--- src/rtl/multi_motor_drive.sv ---
// Multi-channel H-bridge driver with a shared PWM counter, per-channel duty
// ramping, dead-time protected direction reversal and a debounced estop input.
module multi_motor_drive #(
    parameter int NUM_CH          = 4,
    parameter int PWM_PERIOD      = 5000,
    parameter int MAX_POSITION    = 200,
    parameter int RAMP_STEP       = 4,
    parameter int DEAD_CYCLES     = 50000,
    parameter int DEBOUNCE_CYCLES = 500000,
    localparam int DUTY_W         = $clog2(MAX_POSITION + 1)
) (
    input  logic                     clk,
    input  logic                     rst,
    input  logic [NUM_CH*DUTY_W-1:0] speed_cmd,
    input  logic [NUM_CH-1:0]        dir_cmd,
    input  logic                     cmd_valid,
    input  logic                     reed_in,
    output logic [NUM_CH-1:0]        motor_in1,
    output logic [NUM_CH-1:0]        motor_in2,
    output logic [NUM_CH-1:0]        motor_en,
    output logic [NUM_CH-1:0]        busy,
    output logic                     estop_active
);

    localparam int SCALE  = PWM_PERIOD / MAX_POSITION;
    localparam int PWM_W  = (PWM_PERIOD > 1) ? $clog2(PWM_PERIOD) : 1;
    localparam int DEAD_W = $clog2(DEAD_CYCLES + 1);
    localparam int DB_W   = $clog2(DEBOUNCE_CYCLES + 1);

    localparam logic [DUTY_W-1:0] MAX_D  = DUTY_W'(MAX_POSITION);
    localparam logic [DUTY_W-1:0] STEP_D = DUTY_W'(RAMP_STEP);

    typedef enum logic [1:0] {
        IDLE,
        RUN,
        DECEL,
        DEAD
    } ch_state_t;

    logic [PWM_W-1:0] pwm_cnt;
    logic             tick;
    logic             reed_meta;
    logic             reed_sync;
    logic [DB_W-1:0]  db_cnt;
    logic             estop_db;

    // Last count of the PWM period; duty ramp steps happen on this cycle.
    assign tick = (pwm_cnt == PWM_W'(PWM_PERIOD - 1));

    // Shared PWM period counter, free running across all channels.
    always_ff @(posedge clk) begin
        if (rst) begin
            pwm_cnt <= '0;
        end else if (tick) begin
            pwm_cnt <= '0;
        end else begin
            pwm_cnt <= pwm_cnt + 1'b1;
        end
    end

    // Two-flop synchroniser for the asynchronous reed contact.
    always_ff @(posedge clk) begin
        if (rst) begin
            reed_meta <= 1'b0;
            reed_sync <= 1'b0;
        end else begin
            reed_meta <= reed_in;
            reed_sync <= reed_meta;
        end
    end

    // Debounce: the level flips only after a full run of differing samples.
    always_ff @(posedge clk) begin
        if (rst) begin
            db_cnt   <= '0;
            estop_db <= 1'b0;
        end else if (reed_sync == estop_db) begin
            db_cnt <= '0;
        end else if (db_cnt == DB_W'(DEBOUNCE_CYCLES - 1)) begin
            db_cnt   <= '0;
            estop_db <= reed_sync;
        end else begin
            db_cnt <= db_cnt + 1'b1;
        end
    end

    assign estop_active = estop_db;

    for (genvar g = 0; g < NUM_CH; g++) begin : g_ch
        ch_state_t         state_q;
        ch_state_t         state_d;
        logic [DUTY_W-1:0] cur_q;
        logic [DUTY_W-1:0] cur_d;
        logic [DUTY_W-1:0] tgt_q;
        logic [DUTY_W-1:0] tgt_d;
        logic              tgt_dir_q;
        logic              tgt_dir_d;
        logic              app_dir_q;
        logic              app_dir_d;
        logic [DEAD_W-1:0] dead_q;
        logic [DEAD_W-1:0] dead_d;
        logic              en_q;
        logic              en_d;
        logic [DUTY_W-1:0] speed_raw;
        logic [DUTY_W-1:0] speed_clamped;
        logic [31:0]       on_time;
        logic              driving;

        assign speed_raw     = speed_cmd[g*DUTY_W +: DUTY_W];
        assign speed_clamped = (speed_raw > MAX_D) ? MAX_D : speed_raw;
        assign on_time       = 32'(cur_q) * 32'(SCALE);
        assign en_d          = !estop_db && (32'(pwm_cnt) < on_time);

        // Channel state and datapath registers.
        always_ff @(posedge clk) begin
            if (rst) begin
                state_q   <= IDLE;
                cur_q     <= '0;
                tgt_q     <= '0;
                tgt_dir_q <= 1'b0;
                app_dir_q <= 1'b0;
                dead_q    <= '0;
                en_q      <= 1'b0;
            end else begin
                state_q   <= state_d;
                cur_q     <= cur_d;
                tgt_q     <= tgt_d;
                tgt_dir_q <= tgt_dir_d;
                app_dir_q <= app_dir_d;
                dead_q    <= dead_d;
                en_q      <= en_d;
            end
        end

        // Next state: ramping, reversal through DECEL/DEAD, estop override.
        // Transitions read the registered target, so a new command only
        // takes effect one cycle after it is latched.
        always_comb begin
            state_d   = state_q;
            cur_d     = cur_q;
            tgt_d     = tgt_q;
            tgt_dir_d = tgt_dir_q;
            app_dir_d = app_dir_q;
            dead_d    = dead_q;

            if (estop_db) begin
                state_d = IDLE;
                cur_d   = '0;
                tgt_d   = '0;
                dead_d  = '0;
            end else begin
                if (cmd_valid) begin
                    tgt_d     = speed_clamped;
                    tgt_dir_d = dir_cmd[g];
                end

                case (state_q)
                    IDLE: begin
                        cur_d = '0;
                        if (tgt_q != '0) begin
                            app_dir_d = tgt_dir_q;
                            state_d   = RUN;
                        end
                    end
                    RUN: begin
                        if (tgt_q == '0 && cur_q == '0) begin
                            state_d = IDLE;
                        end else if (tgt_dir_q != app_dir_q) begin
                            state_d = DECEL;
                        end else if (tick) begin
                            if (cur_q < tgt_q) begin
                                cur_d = (tgt_q - cur_q > STEP_D) ? cur_q + STEP_D : tgt_q;
                            end else if (cur_q > tgt_q) begin
                                cur_d = (cur_q - tgt_q > STEP_D) ? cur_q - STEP_D : tgt_q;
                            end
                        end
                    end
                    DECEL: begin
                        if (tgt_dir_q == app_dir_q) begin
                            state_d = RUN;
                        end else if (cur_q == '0) begin
                            state_d = DEAD;
                            dead_d  = '0;
                        end else if (tick) begin
                            cur_d = (cur_q > STEP_D) ? cur_q - STEP_D : '0;
                        end
                    end
                    DEAD: begin
                        if (dead_q == DEAD_W'(DEAD_CYCLES - 1)) begin
                            dead_d = '0;
                            if (tgt_q == '0) begin
                                state_d = IDLE;
                            end else begin
                                app_dir_d = tgt_dir_q;
                                state_d   = RUN;
                            end
                        end else begin
                            dead_d = dead_q + 1'b1;
                        end
                    end
                    default: begin
                        state_d = IDLE;
                        cur_d   = '0;
                    end
                endcase
            end
        end

        assign driving      = (state_q == RUN) || (state_q == DECEL);
        assign motor_in1[g] = driving && app_dir_q;
        assign motor_in2[g] = driving && !app_dir_q;
        assign motor_en[g]  = en_q;
        assign busy[g]      = (state_q == DECEL) || (state_q == DEAD) ||
                              ((state_q == RUN) && (cur_q != tgt_q));
    end

endmodule

--- config.mk ---
export PLATFORM = sky130hd
export DESIGN_NAME = multi_motor_drive
export DESIGN_NICKNAME = d
export VERILOG_FILES = /design/src/rtl/multi_motor_drive.sv
export SDC_FILE = /design/constraint.sdc
export NUM_CORES = 1
export LEC_CHECK = 0
export ABC_CLOCK_PERIOD_IN_PS = 5050
export CAP_MARGIN = 10
export CORE_MARGIN = 4
export CORE_UTILIZATION = 55
export CTS_BUF_LIST = sky130_fd_sc_hd__clkbuf_4 sky130_fd_sc_hd__clkbuf_8
export DETAILED_ROUTE_END_ITERATION = 8
export MAX_ROUTING_LAYER = met4
export PLACE_DENSITY = 0.7
export REMOVE_ABC_BUFFERS = 1
export SLEW_MARGIN = 30
export SYNTH_ARGS = -nofsm -noshare
export SYNTH_HDL_FRONTEND = slang
export SYNTH_SLANG_ARGS = --single-unit
--- constraint.sdc ---
create_clock -name clk -period 5.05 [get_ports clk]
set_clock_uncertainty 0.15 [all_clocks]
set_input_delay 1.01 -clock clk [delete_from_list [all_inputs] [get_ports clk]]
set_output_delay 1.01 -clock clk [all_outputs]
set_load 0.005 [all_outputs]
### After elaboration in Yosys (flattened, before gate mapping)

Index checks and enable logic that the tools add are counted.
W data, S select, Z words.

| cells by class | value |
|---|---|
| $add $sub $neg | 22 |
| $mul | 4 |
| order comparisons | 28 |
| equal/unequal tests | 83 |
| muxes and demuxes | 116 |
| bitwise logic cells | 2 |
| reduce and logical (&&, ||, !) cells | 86 |

Operators by type and width:

| operator | number |
|---|---|
| $mux W8 | 48 |
| $mux W16 | 12 |
| $pmux W16 S2 | 4 |
| $gt A8 B3 Y1 const B | 12 |
| $pmux W8 S3 | 4 |
| $ne A2 B2 Y1 const B | 40 |
| $add A16 B1 Y16 const B | 4 |
| $eq A16 B16 Y1 const B | 4 |
| $logic_not A8 Y1 | 8 |
| $sub A8 B8 Y8 | 8 |
| $lt A13 B13 Y1 | 4 |
| $mul A8 B5 Y13 const B | 4 |
| $mux W2 | 24 |
| $ne A3 B3 Y1 const B | 12 |
| $add A8 B3 Y8 const B | 4 |
| $gt A8 B8 Y1 | 4 |
| $gt A8 B8 Y1 const B | 4 |
| $lt A8 B8 Y1 | 4 |
| $ne A8 B8 Y1 | 4 |
| $pmux W2 S4 | 4 |
| $reduce_and A8 Y1 | 4 |
| $reduce_bool A8 Y1 | 4 |
| $sub A8 B3 Y8 const B | 4 |
| $logic_and A1 B1 Y1 | 20 |
| other kinds (22) | 97 |

| word-level totals | value |
|---|---|
| register bits after elaboration | 183 |
| bits of input ports | 40 |
| output and inout bits | 17 |

### Longest topological paths before layout

Gate-level depths: netlist of the first run.

| depth | value |
|---|---|
| depth after elaboration | 9 |
| gate-level depth with buffers | 19 |
| mapped depth without buffers | 19 |

### Worst setup path after synthesis of the first run

Ideal clock, no wire load.

| path | value |
|---|---|
| kind | register to register |
| from | register g_ch[1].cur_q[2] |
| to | register g_ch[1].en_q |
| library setup time | 74 ps |
| data arrival time | 4119 ps |
| data required time | 4826 ps |
| setup slack | 707 ps |
| cell stages (with the launch flop) | 17 |
| buffers on the path | 0 |
| clock period less this slack | 4343 ps |
| cell sequence | dfxtp_1 inv_1 ha_1 ha_1 fa_1 ha_1 a21oi_1 o21ai_0 a21o_1 a21o_1 a21o_1 a21oi_1 xor2_1 ha_1 and4_1 a2111o_1 a31oi_1 |

| between the ends | value |
|---|---|
| longest elaborated chain between the ends | 3 |

Ends and longest elaborated chain:

| item | RTL line | text |
|---|---|---|
| start: declaration | 92 | `logic [DUTY_W-1:0] cur_q;` |
| start signal: assignment | 126 | `cur_q <= cur_d;` |
| $mul A8 B5 Y13 | 111 | `assign on_time = 32'(cur_q) * 32'(SCALE);` |
| $lt A13 B13 Y1 | 112 | `assign en_d = !estop_db && (32'(pwm_cnt) < on_time);` |
| $logic_and A1 B1 Y1 | 112 |  |
| end signal: assignment | 131 | `en_q <= en_d;` |
| end: declaration | 102 | `logic en_q;` |

Every way passes these cells.
A chain may end at the register's enable or synchronous reset.

### Final worst setup path of the first run

| path | value |
|---|---|
| from | register g_ch[1].cur_q[3] |
| to | register g_ch[1].en_q |

Same word-level chain as after synthesis.

==> flow_summary.json, run 1 <==
{
  "syn_avg_cell_area_sq_um": 8.124,
  "antenna_found_initial": 0,
  "cts_hold_buf": 0,
  "ys.flop_type": "dfxtp_1",
  "slew_viol_final": 0,
  "synth_area_leaders": "dfxtp_1, ha_1, nor2_1, xor2_1, inv_1",
  "cts_tree": "built",
  "drt_first_iter_violations": 951,
  "synthCells": 2048,
  "min_from": "reed_meta",
  "worstPathRequired_ns": 5.34,
  "power.density_nw_per_um2": 313.8,
  "ys_seq_elements": 183,
  "core-area_sq_um": 29720,
  "final_nets": 2432,
  "ios": 57,
  "critPathMaxFanout": 6,
  "yosysTopAreaCell": "dfxtp_1",
  "syn2layout_area_growth_pct": 8.445,
  "cts_buffers": 17,
  "n_fill_cell": 2658,
  "postPlaceCellArea_sq_um": 17620,
  "r2r_setup_slack_ns": 0.37,
  "cts_resized": 0,
  "dr.pass1.iters": 6,
  "rsz0062_at_grt": "no",
  "total_power_mw": 5.663,
  "min_to": "reed_sync",
  "status": "complete, no violations",
  "routedWlPerCell_um": 16.88,
  "synth.top_cell.area_share": 0.2202,
  "r2r_start": "g_ch[1].cur_q[3]",
  "synthDistinctLibCells": 74,
  "post-dp-hpwl_um": 32340,
  "grt_max_degree": 31,
  "grt_pass1_wl_um": 69840,
  "routabilityCongestion": 0.9577,
  "clockBufferDepth": 2,
  "ant_nets": 0,
  "post_cts_buffers": 0,
  "die_w_um": 181.9,
  "place.port_buffers": 56,
  "fp.dieH_um": 181.9,
  "synthesis.area_sq_um": 16640,
  "seq_area_frac_synth": 0.2202,
  "cts_max_level": 4,
  "cp.arrival_ns": 4.97,
  "setup.worst_path.class": "flip-flop to flip-flop",
  "grt_usage": 0.2577,
  "min_period_over_period": 0.9269,
  "wl_um": 42060,
  "whs_ns": 0.3075,
  "gr-total-overflow": 0,
  "drc": 0,
  "hold_path_class": "flip-flop to flip-flop",
  "cp-end-kind": "flip-flop",
  "ir_drop_mv": 0.1856,
  "reg2reg_to": "g_ch[1].en_q",
  "synth-async-reset-ratio": 0,
  "yosys_warnings": 0,
  "worst_pin_slew_ns": 0.9131,
  "drive_gt1_frac": 0.03998,
  "rows": 63,
  "hold_viol_final": 0,
  "design_area_sq_um": 18040,
  "maxCapViolCount": 0,
  "fmax_mhz": 213.6,
  "via_per_inst": 5.922,
  "clock-sinks": 183,
  "diodes": 0,
  "p_leak_nw": 8.003,
  "clkSlewWorstSetupHoldPaths_ns": 0.12,
  "num_vias": 14751,
  "dieArea_sq_um": 33100,
  "worstSkewPairLatency_ns": 0.50,
  "finalCriticalPeriod_ns": 4.681,
  "slew_headroom": 0.3848,
  "synth_edf_count": 0,
  "grt_pass1_vias": 14154,
  "start_util": 0.5599,
  "reg2regPathDepth": 16,
  "cts-root-buf": "clkbuf_8",
  "whs_path_depth": 1,
  "critPathLaunchType": "flip-flop",
  "tns_ns": 0,
  "finalSetupViolations": 0
}
## synthesized netlist by cell type (36+ instances only)
cell	instances
dfxtp_1	183
a21o_1	43
o21ai_0	77
nor2_1	216
mux2i_1	37
a21oi_1	105
ha_1	288
nor3_1	36
clkbuf_1	44
xnor2_1	67
inv_1	162
xor2_1	80
nand2_1	159
nand3_1	74
nand2b_1	36
## worst max-delay path by stage
stage,start,endpoint,cells past startpoint
finish,g_ch[1].cur_q[3],g_ch[1].en_q,16
global route,g_ch[2].cur_q[3],g_ch[2].en_q,17
CTS,g_ch[2].cur_q[2],g_ch[2].en_q,17
detailed placement,g_ch[2].cur_q[2],g_ch[2].en_q,17
global placement,g_ch[3].cur_q[2],g_ch[3].en_q,16
floorplan,g_ch[1].cur_q[2],g_ch[1].en_q,16
## power by group
| part | switching (mW) | internal (mW) | leakage, nW | total, mW |
|---|---|---|---|---|
| combinational | 1.71 | 1.23 | 6.31 | 2.94 |
| sequential | 0.123 | 1.53 | 1.49 | 1.65 |
| clock | 0.647 | 0.420 | 0.210 | 1.07 |
## sequential cells by signal, summed over array words and instances (netlist names), 4 cells and up
register	count
g_ch.app_dir_q	4
g_ch.dead_q	64
g_ch.tgt_q	32
db_cnt	19
g_ch.state_q	8
g_ch.en_q	4
g_ch.cur_q	32
g_ch.tgt_dir_q	4
pwm_cnt	13
## cells in the final DEF (no fill, tap or decap), types with 18 or more instances in the layout
master,synthesis,routed
mux2i_1,37,37
nor2b_1,26,26
or3_1,20,20
nand3_1,74,74
clkdlybuf4s50_1,0,55
nor2_1,216,215
and3_1,27,27
dfxtp_1,183,181
nand2_1,159,159
nand4_1,32,32
nor4_1,19,19
o21ai_0,77,76
xor2_1,80,80
a211oi_1,18,18
nor3_1,36,35
ha_1,288,288
a21o_1,43,43
xnor2_1,67,67
buf_4,4,21
a21oi_1,105,105
inv_1,162,162
nand2b_1,36,36
and2_1,18,18
## cells by family (layout without fill, tap and decap cells)
kind of cell    after synthesis  after routing  share of synthesized area
compound gates              434            434                     0.1780
xor+xnor                    147            147                    0.07738
fa+ha+maj                   304            304                     0.2358
buf+inv                     219            272                    0.05046
flops                       183            183                     0.2202
mux                          42             42                    0.02564
simple gates                719            719                     0.2125
## metrics by stage
stage               utilization  cells  setup slack, ns
floorplan                     -   1992           0.7065
global placement         0.5927   2459           0.5014
detailed placement       0.5929   2459           0.2398
CTS                      0.6069   2491           0.2215
global route             0.6072   2491          0.04222
finish                   0.6072   2491           0.3690
## critical path: stages, from the launching register on
cell	delay [ns]
dfxtp_1	0.48
inv_1	0.19
ha_1	0.38
ha_1	0.33
fa_1	0.46
ha_1	0.35
a21oi_1	0.15
o21ai_0	0.15
a21o_1	0.20
a21o_1	0.19
a21o_1	0.18
a21oi_1	0.18
xor2_1	0.18
ha_1	0.27
and4_1	0.23
a2111o_1	0.41
a31oi_1	0.13
## metal layers
| layer | global-route usage | part of all wire |
|---|---|---|
| met5 | - | 0 |
| met4 | 0.07956 | 0.027 |
| met3 | 0.03706 | 0.047 |
| met2 | 0.4167 | 0.46 |
| met1 | 0.3350 | 0.46 |
## final cells by class
| cell class | instances | area [sq um] | share of cell area |
|---|---|---|---|
| clock buffer | 17 | 234.0 | 0.01297 |
| multi-input combinational | 1646 | 12150 | 0.6732 |
| clock inverter | 15 | 183.9 | 0.01019 |
| sequential | 183 | 3666 | 0.2032 |
| timing repair buffer | 77 | 713.2 | 0.03953 |
| tap | 390 | 488.0 | 0.02704 |
| inverter | 163 | 611.8 | 0.03391 |
Power figures use the tool's default switching activity.
==> run 2, diff against run 1 <==
--- a/config.mk
+++ b/config.mk
@@ -11,8 +11,9 @@
 export CORE_UTILIZATION = 55
 export CTS_BUF_LIST = sky130_fd_sc_hd__clkbuf_4 sky130_fd_sc_hd__clkbuf_8
 export DETAILED_ROUTE_END_ITERATION = 8
+export DONT_BUFFER_PORTS = 1
 export MAX_ROUTING_LAYER = met4
-export PLACE_DENSITY = 0.7
+export PLACE_DENSITY = 0.67
 export REMOVE_ABC_BUFFERS = 1
 export SLEW_MARGIN = 30
 export SYNTH_ARGS = -nofsm -noshare
==> run 2 against run 1 <==
Against the previous run: final area decreased by 3.1%; via count down 1.2%; count of clock-buffer cells in the layout is the same; sequential share of layout area grew 0.63 points; sequential power about the same; wire length decreased by 0.69%; critical path depth stayed put; non-clock buffer count is 57 lower; core utilization is 1.9 points lower; cell count shrank 2.2%; fmax is 2.2% lower; power down 2.0%.
==> flow_summary.json, run 2 (synthesis results as in run 1) <==
{
  "status": "complete, no violations",
  "hold_viol_final": 0,
  "cts_resized": 0,
  "finalSetupViolations": 0,
  "final_common_cell": "ha_1",
  "critPathMaxFanout": 9,
  "cts_max_level": 4,
  "grt_usage": 0.2598,
  "cts-root-buf": "clkbuf_8",
  "worstPathRequired_ns": 5.34,
  "crit_chain": "inv_1, ha_1, ha_1, fa_1, ha_1, a21oi_1, o21ai_0, a21o_1, a21o_1, a21o_1, a21oi_1, xnor2_1, ha_1, and4_1, a2111o_1, a31oi_1",
  "setup.worst_path.class": "flip-flop to flip-flop",
  "fin_cells": 2435,
  "ios": 57,
  "maxCapViolCount": 0,
  "antenna_found_initial": 1,
  "dp.cells": 2402,
  "final_nets": 2375,
  "rows": 63,
  "cp-end-kind": "flip-flop",
  "drt_first_iter_violations": 878,
  "gr-total-overflow": 0,
  "syn2layout_area_growth_pct": 5.136,
  "cts_tree": "built",
  "routabilityCongestion": 0.9557,
  "cp_common_cell": "ha_1",
  "regMostFlops": "g_ch.dead_q",
  "die_w_um": 181.9,
  "start_util": 0.5599,
  "path_delay_family": "adder cells",
  "critPathMaxStageDelay_ns": 0.55,
  "ir_drop_mv": 0.2025,
  "cpMaxStageDelayCell": "dfxtp_1",
  "drc": 0,
  "cp.arrival_ns": 5.08,
  "min_period_over_period": 0.9481,
  "final_cell_mix": "ha_1, nor2_1, dfxtp_1",
  "ant_nets": 0,
  "dieArea_sq_um": 33100,
  "slew_viol_final": 0,
  "routedWlPerCell_um": 17.15,
  "grt_pass1_vias": 14180,
  "critPathLaunchType": "flip-flop",
  "top_regs": "g_ch.dead_q x64, g_ch.cur_q x32, g_ch.tgt_q x32",
  "place.port_buffers": 0,
  "drive_gt1_frac": 0.03963,
  "wl_um": 41770,
  "grt_pass1_wl_um": 70210,
  "core-area_sq_um": 29720,
  "tns_ns": 0,
  "num_vias": 14576,
  "worst_pin_slew_ns": 0.9099,
  "post_cts_buffers": 0,
  "post-dp-hpwl_um": 31770,
  "rsz0062_at_grt": "no",
  "finalCriticalPeriod_ns": 4.788,
  "worstSkewPairLatency_ns": 0.52,
  "hold_path_class": "flip-flop to flip-flop",
  "cts_hold_buf": 0,
  "power.density_nw_per_um2": 317.2,
  "cp_num_buf_inv": 1,
  "clock-sinks": 183,
  "clockBufferDepth": 2,
  "cts_buffers": 17,
  "dr.pass1.iters": 8,
  "largest_reg_flops": 64,
  "p_leak_nw": 7.782,
  "clkSlewWorstSetupHoldPaths_ns": 0.13,
  "slew_headroom": 0.3922,
  "grt_max_degree": 46,
  "fmax_mhz": 208.9,
  "via_per_inst": 5.986,
  "fp.dieH_um": 181.9
}
==> run 2: metal layers <==
layer	routed length, um	GRT usage	share of wire
met5	0	-	0
met1	19280	0.3330	0.46
met4	1141	0.08316	0.027
met2	19350	0.4175	0.46
met3	1997	0.04688	0.048
==> run 2: stage by stage <==
step	worst slack (ns)	power, mW	cell area [sq um]	util	hold WS [ns]
after floorplan	0.7065	3.746	16410	-	0.2638
after global placement	0.4919	4.402	17050	0.5738	0.2909
after detailed placement	0.2826	4.444	17060	0.5739	0.2972
after CTS	0.2990	5.553	17480	0.5883	0.3175
after global routing	0.05020	5.990	17490	0.5886	0.3341
final	0.2619	5.549	17490	0.5886	0.3101
==> run 2: path summary, 6_finish.rpt <==
check | start | endpoint | slack, ns | depth (start not counted)
setup / recovery | g_ch[3].cur_q[2] | g_ch[3].en_q | 0.26 | 16
hold / removal | reed_meta | reed_sync | 0.31 | 1
setup reg to reg | g_ch[3].cur_q[2] | g_ch[3].en_q | 0.26 | 16
hold reg to reg | reed_meta | reed_sync | 0.31 | 1
==> run 2: report_power, final <==
| group | internal [mW] | switching [mW] |
|---|---|---|
| registers | 1.53 | 0.133 |
| logic | 1.13 | 1.67 |
| clock network | 0.392 | 0.695 |
| total | 3.05 | 2.50 |
==> run 2: final cells by class <==
type | instances | area [sq um]
Antenna cell | 1 | 2.502
Clock buffer | 17 | 234.0
Clock inverter | 15 | 192.7
Fill cell | 2724 | 12220
Inverter | 163 | 611.8
Multi-Input combinational cell | 1646 | 12150
Sequential cell | 183 | 3665
Tap cell | 390 | 488.0
Timing Repair Buffer | 20 | 150.1
